<file path="src/rtl/bcd_count_ctrl_if.sv">
// Control-pulse and display bus between the front panel, the BCD counter and the scanned display.
interface bcd_count_ctrl_if;
    logic        start;
    logic        stop;
    logic        clear;
    logic [11:0] count_o;
    logic        run_o;
    logic        ovf_o;
    logic [2:0]  digit_sel;
    logic [3:0]  digit_bcd;

    modport master (
        output start, stop, clear,
        input  count_o, run_o, ovf_o, digit_sel, digit_bcd
    );

    modport slave (
        input  start, stop, clear,
        output count_o, run_o, ovf_o, digit_sel, digit_bcd
    );
endinterface

</file>
<file path="src/rtl/bcd_count_ctrl.sv">
// Three-digit BCD counter sequencer: start/stop/clear control, prescaled increment,
// overflow latch at 999, and a free-running one-hot digit scan for a multiplexed display.
module bcd_count_ctrl #(
    parameter int unsigned TICK_DIV = 50000,
    parameter int unsigned SCAN_DIV = 1000
) (
    input  logic             clk,
    input  logic             rst_n,
    bcd_count_ctrl_if.slave  bus
);

    localparam int unsigned PW = (TICK_DIV > 1) ? $clog2(TICK_DIV) : 1;
    localparam int unsigned SW = (SCAN_DIV > 1) ? $clog2(SCAN_DIV) : 1;
    localparam int unsigned CW = 12;
    localparam logic [PW-1:0] PRESC_LAST = PW'(TICK_DIV - 1);
    localparam logic [SW-1:0] SCAN_LAST  = SW'(SCAN_DIV - 1);
    localparam logic [CW-1:0] COUNT_MAX  = 12'h999;

    typedef enum logic [1:0] {
        IDLE  = 2'd0,
        RUN   = 2'd1,
        PAUSE = 2'd2,
        OVF   = 2'd3
    } state_t;

    state_t          state_q, state_d;
    logic [PW-1:0]   presc_q, presc_d;
    logic [CW-1:0]   count_q, count_d;
    logic            run_q, ovf_q;
    logic [SW-1:0]   scan_q, scan_d;
    logic [2:0]      sel_q, sel_d;
    logic [3:0]      bcd_q, bcd_d;
    logic            go;

    // Packed-BCD +1; callers guarantee the input is below 999.
    function automatic logic [CW-1:0] bcd_inc(input logic [CW-1:0] v);
        logic [3:0] u, t, h;
        u = v[3:0];
        t = v[7:4];
        h = v[11:8];
        if (u == 4'd9) begin
            u = 4'd0;
            if (t == 4'd9) begin
                t = 4'd0;
                h = h + 4'd1;
            end else begin
                t = t + 4'd1;
            end
        end else begin
            u = u + 4'd1;
        end
        return {h, t, u};
    endfunction

    assign go = bus.start && !bus.stop;

    always_ff @(posedge clk or negedge rst_n) begin
        if (!rst_n) begin
            state_q <= IDLE;
            presc_q <= '0;
            count_q <= '0;
            run_q   <= 1'b0;
            ovf_q   <= 1'b0;
        end else begin
            state_q <= state_d;
            presc_q <= presc_d;
            count_q <= count_d;
            run_q   <= (state_d == RUN);
            ovf_q   <= (state_d == OVF);
        end
    end

    // Next-state: clear dominates everything, stop dominates start.
    always_comb begin
        state_d = state_q;
        presc_d = presc_q;
        count_d = count_q;
        if (bus.clear) begin
            state_d = IDLE;
            presc_d = '0;
            count_d = '0;
        end else begin
            case (state_q)
                IDLE: begin
                    presc_d = '0;
                    if (go) state_d = RUN;
                end
                RUN: begin
                    if (bus.stop) begin
                        state_d = PAUSE;
                    end else if (presc_q == PRESC_LAST) begin
                        presc_d = '0;
                        if (count_q == COUNT_MAX) state_d = OVF;
                        else                      count_d = bcd_inc(count_q);
                    end else begin
                        presc_d = presc_q + PW'(1);
                    end
                end
                PAUSE: begin
                    if (go) state_d = RUN;
                end
                OVF: begin
                    state_d = OVF;
                end
                default: begin
                    state_d = IDLE;
                end
            endcase
        end
    end

    always_ff @(posedge clk or negedge rst_n) begin
        if (!rst_n) begin
            scan_q <= '0;
            sel_q  <= 3'b001;
            bcd_q  <= 4'd0;
        end else begin
            scan_q <= scan_d;
            sel_q  <= sel_d;
            bcd_q  <= bcd_d;
        end
    end

    // Digit scan: rotate the one-hot select and capture that digit's nibble together.
    always_comb begin
        scan_d = scan_q + SW'(1);
        sel_d  = sel_q;
        bcd_d  = bcd_q;
        if (scan_q == SCAN_LAST) begin
            scan_d = '0;
            sel_d  = {sel_q[1:0], sel_q[2]};
            case (sel_d)
                3'b001:  bcd_d = count_q[3:0];
                3'b010:  bcd_d = count_q[7:4];
                3'b100:  bcd_d = count_q[11:8];
                default: bcd_d = 4'd0;
            endcase
        end
    end

    assign bus.count_o   = count_q;
    assign bus.run_o     = run_q;
    assign bus.ovf_o     = ovf_q;
    assign bus.digit_sel = sel_q;
    assign bus.digit_bcd = bcd_q;

endmodule

</file>
<file path="src/flat_wrapper.sv">
// flat-port wrapper written by rule: the top's interface ports become plain ports
module bcd_count_ctrl_flat 
#(
    parameter int unsigned TICK_DIV = 50000,
    parameter int unsigned SCAN_DIV = 1000
)
  (clk, rst_n, bus_start, bus_stop, bus_clear, bus_count_o, bus_run_o, bus_ovf_o, bus_digit_sel, bus_digit_bcd);
  bcd_count_ctrl_if bus_i ();
  input  logic clk;
  input  logic rst_n;
  input wire logic [$bits(bus_i.start)-1:0] bus_start;
  input wire logic [$bits(bus_i.stop)-1:0] bus_stop;
  input wire logic [$bits(bus_i.clear)-1:0] bus_clear;
  output wire logic [$bits(bus_i.count_o)-1:0] bus_count_o;
  output wire logic [$bits(bus_i.run_o)-1:0] bus_run_o;
  output wire logic [$bits(bus_i.ovf_o)-1:0] bus_ovf_o;
  output wire logic [$bits(bus_i.digit_sel)-1:0] bus_digit_sel;
  output wire logic [$bits(bus_i.digit_bcd)-1:0] bus_digit_bcd;
  assign bus_i.start = bus_start;
  assign bus_i.stop = bus_stop;
  assign bus_i.clear = bus_clear;
  assign bus_count_o = bus_i.count_o;
  assign bus_run_o = bus_i.run_o;
  assign bus_ovf_o = bus_i.ovf_o;
  assign bus_digit_sel = bus_i.digit_sel;
  assign bus_digit_bcd = bus_i.digit_bcd;
  bcd_count_ctrl #(.TICK_DIV(TICK_DIV), .SCAN_DIV(SCAN_DIV)) u_core (.clk(clk), .rst_n(rst_n), .bus(bus_i));
endmodule
</file>
<file path="config.mk">
export PLATFORM = sky130hd
export DESIGN_NAME = bcd_count_ctrl_flat
export DESIGN_NICKNAME = d
export VERILOG_FILES = /design/src/rtl/bcd_count_ctrl_if.sv /design/src/rtl/bcd_count_ctrl.sv /design/src/flat_wrapper.sv
export SDC_FILE = /design/constraint.sdc
export NUM_CORES = 1
export LEC_CHECK = 0
export CORE_MARGIN = 4
export CORE_UTILIZATION = 52
export CTS_BUF_LIST = sky130_fd_sc_hd__clkbuf_16
export DETAILED_ROUTE_END_ITERATION = 16
export PLACE_DENSITY = 0.81
export SYNTH_ARGS = -nofsm -noshare
export SYNTH_HDL_FRONTEND = slang
export SYNTH_SLANG_ARGS = --single-unit
</file>
<file path="constraint.sdc">
create_clock -name clk -period 1.74 [get_ports clk]
set_input_delay 0.522 -clock clk [delete_from_list [all_inputs] [get_ports clk]]
set_output_delay 0.522 -clock clk [all_outputs]
set_load 0.05 [all_outputs]
</file>
Word-level counts from Yosys, hierarchy flattened:

Cells that the tools add are included.

* add/sub/neg operators: 5
* equal/unequal tests: 16
* multiplexer cells: 22
* reductions and logical operators: 13

Operators by type and width (count)
* 12-bit 2-to-1 mux: 5
* 16-bit 2-to-1 mux: 3
* 16-bit case mux with 2 select lines: 1
* 4-bit 2-to-1 mux: 5
* 16-bit by 1-bit adder with 16-bit output (second input constant): 1
* 16-bit == test (second input constant): 1
* 4-bit by 1-bit adder with 4-bit output (second input constant): 3
* 12-bit == test (second input constant): 1
* 4-bit case mux with 3 select lines: 1
* 10-bit by 1-bit adder with 10-bit output (second input constant): 1
* 10-bit == test (second input constant): 1
* 10-bit 2-to-1 mux: 1
* 2-bit 2-to-1 mux: 5
* 4-bit == test (second input constant): 2
* 2-bit nonzero test: 4
* 2-bit == test (second input constant): 3
* 2-bit case mux with 3 select lines: 1
* 6-bit AND reduction: 1
* 5-bit AND reduction: 1
* 2-bit by 1-bit == test with 1-bit output (second input constant): 2
* 4-bit AND reduction: 1
* 3-bit by 1-bit == test with 1-bit output (second input constant): 1
* 3-bit by 2-bit == test with 1-bit output (second input constant): 1
* 3-bit == test (second input constant): 1
* other kinds (9): 9

* output and inout port bits: 21
* register bits after elaboration: 49
* logic and storage cells: 66

Longest topological paths before layout:

Gate-level depths: netlist (run 1).

* depth in word-level cells: 8
* gate-level depth with buffers: 7

Worst setup path before layout (run 1):

Ideal clock, no wire load.

* path kind: register to register
* from: register u_core.count_q[0] (netlist: u_core.bus.count_o[0])
* to: register u_core.count_q[11] (netlist: u_core.bus.count_o[11])
* stages on the path, launching flop included: 6
* arrival time: 1.959 ns
* required time: 1.662 ns
* path slack: -0.297 ns
* cell sequence: dfrtp_1 > ha_1 > and3b_1 > nand4_1 > or4_1 > a21oi_1

* longest elaborated chain between the ends: 3
* elaborated cells on any way between the ends: 5
* those cells by class: eq/ne: 3; reduce/logical: 2

RTL lines
* start, declared: RTL line bcd_count_ctrl.sv:28 `logic [CW-1:0] count_q, count_d;`
* start signal, assigned: RTL line bcd_count_ctrl.sv:67 `count_q <= count_d;`
* 12-bit == test / 4-bit == test (equally long branches): RTL line bcd_count_ctrl.sv:93, bcd_count_ctrl.sv:41
* 2-bit inequality test (no source line) / 2-bit nonzero test (equally long branches)
* 6-bit AND reduction (no source line) (*)

Mark *: on every way between the ends. The rest lies on a longest branch, timed or not.
A chain may end at the register's enable or synchronous reset.

Final worst setup path (run 1):

* from: register u_core.presc_q[13]
* to: register u_core.count_q[6] (netlist: u_core.bus.count_o[6])

* longest elaborated chain between the ends: 3

RTL lines
* start, declared: RTL line bcd_count_ctrl.sv:27 `logic [PW-1:0] presc_q, presc_d;`
* start signal, assigned: RTL line bcd_count_ctrl.sv:66 `presc_q <= presc_d;`
* 16-bit == test: RTL line bcd_count_ctrl.sv:91 `end else if (presc_q == PRESC_LAST) begin`
* 2-bit nonzero test (no source line)
* 5-bit AND reduction (no source line)

No other way between the ends.

==> flow_summary.ini, run 1 <==
[grt]
use_met2 = 0.485
grt_first_pass_wirelength_um = 13800
grtUsageTotal = 0.269
grt_pass1_vias = 2850
grt_antenna_before_repair = 0
grt_use_met3 = 0.0421
use_met1 = 0.324
grt_max_degree = 50
grt_busiest_layer = met2
grt_overflow = 0

[detailed_routing]
drt-total-wl_um = 9630
via_count = 2994
drc = 0
drtIter0Drc = 345
ant_nets = 0
first_pass_iters = 6
vias_per_cell = 6.68
avgRoutedWirePerCell_um = 21.5

[placed_design]
dp_hpwl_um = 5530
place.gp.congestion = 0.958
placed_area_mm2 = 0.00374
port_buffers = 25
pre_cts_ws_ps = -459
dp.cells = 422

[worst_setup_path]
crit_path_frequent_cell = buf_4
path_class = reg2reg
arrival_ps = 2010
cp_slowest_stage_delay_ps = 450
critPathRequiredTime_ps = 1900
cp-end-kind = register
cp_slowest_cell = o41ai_2
start_kind = register
critPathMaxFanout = 4
cp_cell_sequence = nor4_4 -> buf_4 -> buf_6 -> buf_4 -> nand4_2 -> o41ai_2

[synth]
yosysWarnings = 0
netlist_area_mm2 = 0.00278
synth_top_area_cell = dfrtp_1
syn_area_per_cell_um2 = 9.84
synth.area.top_cells = dfrtp_1, ha_1, nor2_1, a21oi_1, nand3_1
synth_edf_count = 0
synth.distinct_cells = 58
synth_seq_cells = 49
ys_seq_area_frac = 0.441
async_flop_share = 1.00
synth_nets = 296
synth_common_cells = dfrtp_1, nor2_1, nand2_1
yosysTopAreaCellShare = 0.431
synthFlopType = dfrtp_1
synthCells = 283
yosysMostFrequentCell = dfrtp_1

[power]
switching_share = 0.241
p_seq_frac = 0.502
peakVddDrop_mv = 0.439
power_frac_comb = 0.069
p_clk_frac = 0.429
cellLeakagePower_nw = 1.81
switching_power_mw = 0.549
internal-power_mw = 1.73
power_density_mw_per_mm2 = 522
total_power_mw = 2.28

[min_path]
hold_class = in2async

[sta]
fin_crit_ps = 1850
hold_ws_ps = 201
setup_viol = 25
rsz0062_at_grt = true
post-route-period-util = 1.06
worst_pin_slew_ps = 527
timing.final.ws_setup_ps = -108
skew_ps = 4.13
final-hold-violation-count = 0
finalMaxSlewViolations = 0
max_freq_ghz = 0.541
slew-limit-headroom = 0.648

[finish]
finish.cell_count_without_fillers = 448
layout-drive-gt1-share = 0.444
fin_area_mm2 = 0.00437
nNetsFinal = 390
multi_input_area_mm2 = 0.00182
fillCellCount = 275
area_delta_synth_final_pct = 56.9
regArea_mm2 = 0.00123
n_antenna_cell = 0

[outcome]
run_status = complete, but fails checks
violations = negative setup slack

[clock_tree]
root_buffer = clkbuf_16
cts_htree_levels = 2
cts_buffers = 5
cts.sinks = 49
cts_buffer_depth = 2
clkLatencyLatePin_ps = 290
cts_tree = built
hold_buffers = 0
clk_pin_slew_ps = 70

[floorplan]
die_y_um = 81.2
start_util = 0.542
row_count = 26
fp.dieW_um = 81.2
core_area_mm2 = 0.00514
design.die.area_mm2 = 0.00659
io_pins = 26

[job]
maxCapViolations = 0
## repair_timing
action	in CTS	in global routing
endpoints found under the setup margin	22	36
gates resized for setup	25	49
setup buffers	4	10
cloned	2	2
pin swaps	10	26
## through the flow
step	TNS (ps)	util
final	-1230	0.850
after global routing	-2330	0.850
after CTS	-144	0.784
after detailed placement	-9030	0.727
after global placement	-7480	0.727
after floorplan	-107	-
## flip-flops by register name (all words and copies together), names as in the netlist
name	flops
u_core.presc_q	16
u_core.bus.count_o	12
u_core.scan_q	10
u_core.bus.digit_bcd	4
u_core.bus.digit_sel	3
u_core.state_q	2
u_core.bus.ovf_o	1
u_core.bus.run_o	1
## placed cells by master, fill, tap and decap left out, drive strengths merged, types with 5 or more instances in the layout
| cell type | n |
|---|---|
| or3 | 5 |
| ha | 8 |
| o21ai | 10 |
| a22oi | 6 |
| nor3 | 6 |
| and4 | 5 |
| nand2 | 17 |
| nand4 | 15 |
| or4 | 5 |
| a31oi | 8 |
| xor2 | 7 |
| inv | 13 |
| nand3 | 14 |
| a21oi | 14 |
| nor2b | 5 |
| buf | 92 |
| clkbuf | 5 |
| nand2b | 5 |
| nor2 | 19 |
| mux2 | 5 |
| dfrtp | 48 |
## critical path, delay by kind of cell, from the launching register on
kind,cells,cell delay (ps)
and+or+nand+nor,2,420
buffers and inverters,3,410
AOI/OAI and AO/OA,1,450
DFF,1,440
## path summary, 6_finish.rpt
check	startpoint	end	slack (ps)	cells past startpoint
worst min register to register	u_core.scan_q[0]	u_core.scan_q[0]	500	1
max in group asynchronous	rst_n	u_core.bus.digit_sel[0]	1270	2
worst min-delay path	rst_n	u_core.bus.count_o[11]	200	2
worst max register to register	u_core.presc_q[13]	u_core.bus.count_o[6]	-110	6
min in group clk	u_core.scan_q[0]	u_core.scan_q[0]	500	1
worst max-delay path	u_core.presc_q[13]	u_core.bus.count_o[6]	-110	6
## layout make-up
type                       instances  area share
timing repair buffer              95       0.238
sequential                        49       0.283
inverter                          13      0.0112
clock buffer                       5      0.0287
multi-input combinational        213       0.416
tap                               70      0.0201
clock inverter                     3     0.00401
## power by group through the flow
stage / clock network [mW] / logic (mW) / registers, mW
final: 0.978 / 0.157 / 1.15
after global routing: 1.03 / 0.167 / 1.14
after CTS: 0.962 / 0.136 / 1.15
after detailed placement: 0 / 0.124 / 1.17
after global placement: 0 / 0.121 / 1.17
after floorplan: 0 / 0.0416 / 1.17
## cell families (layout without fill, tap and decap cells)
| kind of cell | count (synthesis) | in the layout | share of synthesized area |
|---|---|---|---|
| compound gates | 70 | 70 | 0.177 |
| buf+inv | 24 | 116 | 0.0378 |
| xor+xnor | 8 | 8 | 0.0252 |
| simple gates | 119 | 122 | 0.263 |
| fa+ha+maj | 8 | 8 | 0.0360 |
| flops | 49 | 49 | 0.441 |
| mux | 5 | 5 | 0.0202 |
## routing by layer
metal | vias up | part of all wire
li1 | 1278 | -
met4 | 0 | 0.050
met3 | 63 | 0.065
met2 | 166 | 0.51
met5 | - | 0
met1 | 1487 | 0.37
(Power assumes the default switching activity.)
==> run 2: changes to the inputs <==
- GPL_TIMING_DRIVEN: default -> 0
==> run 2 against run 1 <==
Compared with the run above: the run still ends with negative setup slack left; global-route usage fell by 1.9 points; clock skew rose by 1.7 ps; routed wire length fell by 12%; clock power fell by 2%.
==> flow_summary.ini, run 2 (synthesis results as in run 1) <==
[outcome]
run_status = complete, but fails checks
violations = negative setup slack

[detailed_routing]
first_pass_iters = 5
drc = 0
vias_per_cell = 6.41
avgRoutedWirePerCell_um = 19.6
drtIter0Drc = 244
via_count = 2758
ant_nets = 0
drt-total-wl_um = 8450

[clock_tree]
hold_buffers = 0
cts.sinks = 49
cts_tree = built
clk_pin_slew_ps = 60
cts_htree_levels = 2
cts_buffer_depth = 2
cts_buffers = 5
root_buffer = clkbuf_16
clkLatencyLatePin_ps = 290

[sta]
finalMaxSlewViolations = 0
slew-limit-headroom = 0.639
final-hold-violation-count = 0
post-route-period-util = 1.07
setup_viol = 16
worst_pin_slew_ps = 542
skew_ps = 5.83
fin_crit_ps = 1870
max_freq_ghz = 0.535
hold_ws_ps = 191
timing.final.ws_setup_ps = -130
rsz0062_at_grt = true

[worst_setup_path]
critPathMaxFanout = 8
start_kind = register
arrival_ps = 2070
critPathRequiredTime_ps = 1940
path_class = reg2reg
cp-end-kind = register
worst-r2r-setup-slack_ps = -130
reg2reg_to = u_core.bus.count_o[7]
reg2reg_depth = 7
r2r-start = u_core.bus.count_o[1]

[floorplan]
start_util = 0.542
core_area_mm2 = 0.00514
design.die.area_mm2 = 0.00659
die_y_um = 81.2
row_count = 26
io_pins = 26
fp.dieW_um = 81.2

[finish]
regArea_mm2 = 0.00124
n_antenna_cell = 0
fillCellCount = 357
multi_input_area_mm2 = 0.00165
final_cell_mix = buf_4, dfrtp_1, nor2_1, nand2_1, nand3_1
nNetsFinal = 372
regMostFlops = u_core.presc_q
area_delta_synth_final_pct = 39.1
final_common_cell = buf_4
layout-drive-gt1-share = 0.381
largest_register_ff_count = 16

[grt]
grt_overflow = 0
grt_antenna_before_repair = 0
grtUsageTotal = 0.250
grt_max_degree = 32
grt_pass1_vias = 2676
grt_first_pass_wirelength_um = 12600

[placed_design]
dp_hpwl_um = 4540
port_buffers = 25
place.gp.congestion = 0.839
pre_cts_ws_ps = -639

[power]
p_seq_frac = 0.516
power_frac_comb = 0.052
switching_share = 0.228
peakVddDrop_mv = 0.371
power_density_mw_per_mm2 = 573
p_clk_frac = 0.432
cellLeakagePower_nw = 1.60
internal-power_mw = 1.71
switching_power_mw = 0.507

[min_path]
hold_class = in2async

[job]
maxCapViolations = 0
run 2: changes by cell type in the layout (fill, tap and decap cells not counted), sizes merged:
cell / before / now
inv: 13 / 14
clkinv: 2 / 1
clkdlybuf4s15: 0 / 13
dlymetal6s2s: 0 / 1
dlygate4sd2: 1 / 4
clkdlybuf4s50: 2 / 1
nand4: 15 / 13
clkbuf: 5 / 11
buf: 92 / 54
run 2: worst max-delay path by stage:
stage / end / slack (ps) / depth (start not counted) / startpoint
after floorplan: u_core.bus.count_o[10] / -50 / 6 / u_core.bus.count_o[1]
after global placement: u_core.bus.count_o[1] / -1440 / 1 / rst_n
after detailed placement: u_core.bus.count_o[5] / -640 / 6 / bus_stop
after CTS: u_core.bus.count_o[11] / -60 / 5 / u_core.presc_q[12]
after global routing: u_core.bus.count_o[4] / -190 / 7 / u_core.bus.count_o[1]
final: u_core.bus.count_o[7] / -130 / 7 / u_core.bus.count_o[1]
run 2: through the flow:
stage	utilization	cells	power [mW]	instance area (um2)	TNS, ps
final	0.754	430	2.22	3870	-960
after global routing	0.754	430	2.30	3870	-2350
after CTS	0.711	409	2.24	3650	-155
after detailed placement	0.619	379	1.27	3180	-18920
after global placement	0.616	378	1.26	3160	-79360
after floorplan	-	283	1.21	2830	-107
run 2: layout make-up:
type,count,area share
Clock buffer,5,0.0323
Clock inverter,3,0.00549
Buffer,10,0.0233
Tap cell,70,0.0226
Sequential cell,49,0.321
Timing Repair Buffer,69,0.157
Inverter,13,0.0126
Multi-Input combinational cell,211,0.426
run 2: layer usage:
| layer | up-vias | wire [um] | GRT usage | share of wire |
|---|---|---|---|---|
| met5 | - | 0 | 0 | 0 |
| met2 | 139 | 4220 | 0.429 | 0.50 |
| met4 | 0 | 337 | 0.108 | 0.040 |
| met3 | 40 | 538 | 0.0632 | 0.064 |
| met1 | 1342 | 3350 | 0.296 | 0.40 |
| li1 | 1237 | - | - | - |
run 2: critical path: stages, from the launching register on:
cell and delay (ps):
dfrtp_2 420, inv_2 80, ha_4 130, and3b_2 230
buf_4 130, o211ai_2 160, or4_1 460, a21oi_1 170
run 2: power groups by stage:
stage	clock, mW	combinational (mW)	sequential [mW]
after floorplan	0	0.0416	1.17
after global placement	0	0.0963	1.17
after detailed placement	0	0.102	1.17
after CTS	0.983	0.111	1.14
after global routing	1.03	0.125	1.15
final	0.959	0.116	1.15
run 2: timing repair:
item / 4_1_cts / 5_1_grt
gates resized for setup: 87 / 44
endpoints found under the setup margin: 65 / 44
pin swaps: 14 / 6
buffers inserted: 22 / 21
gates cloned: 1 / 0
endpoints found under the hold margin: 0 / 0
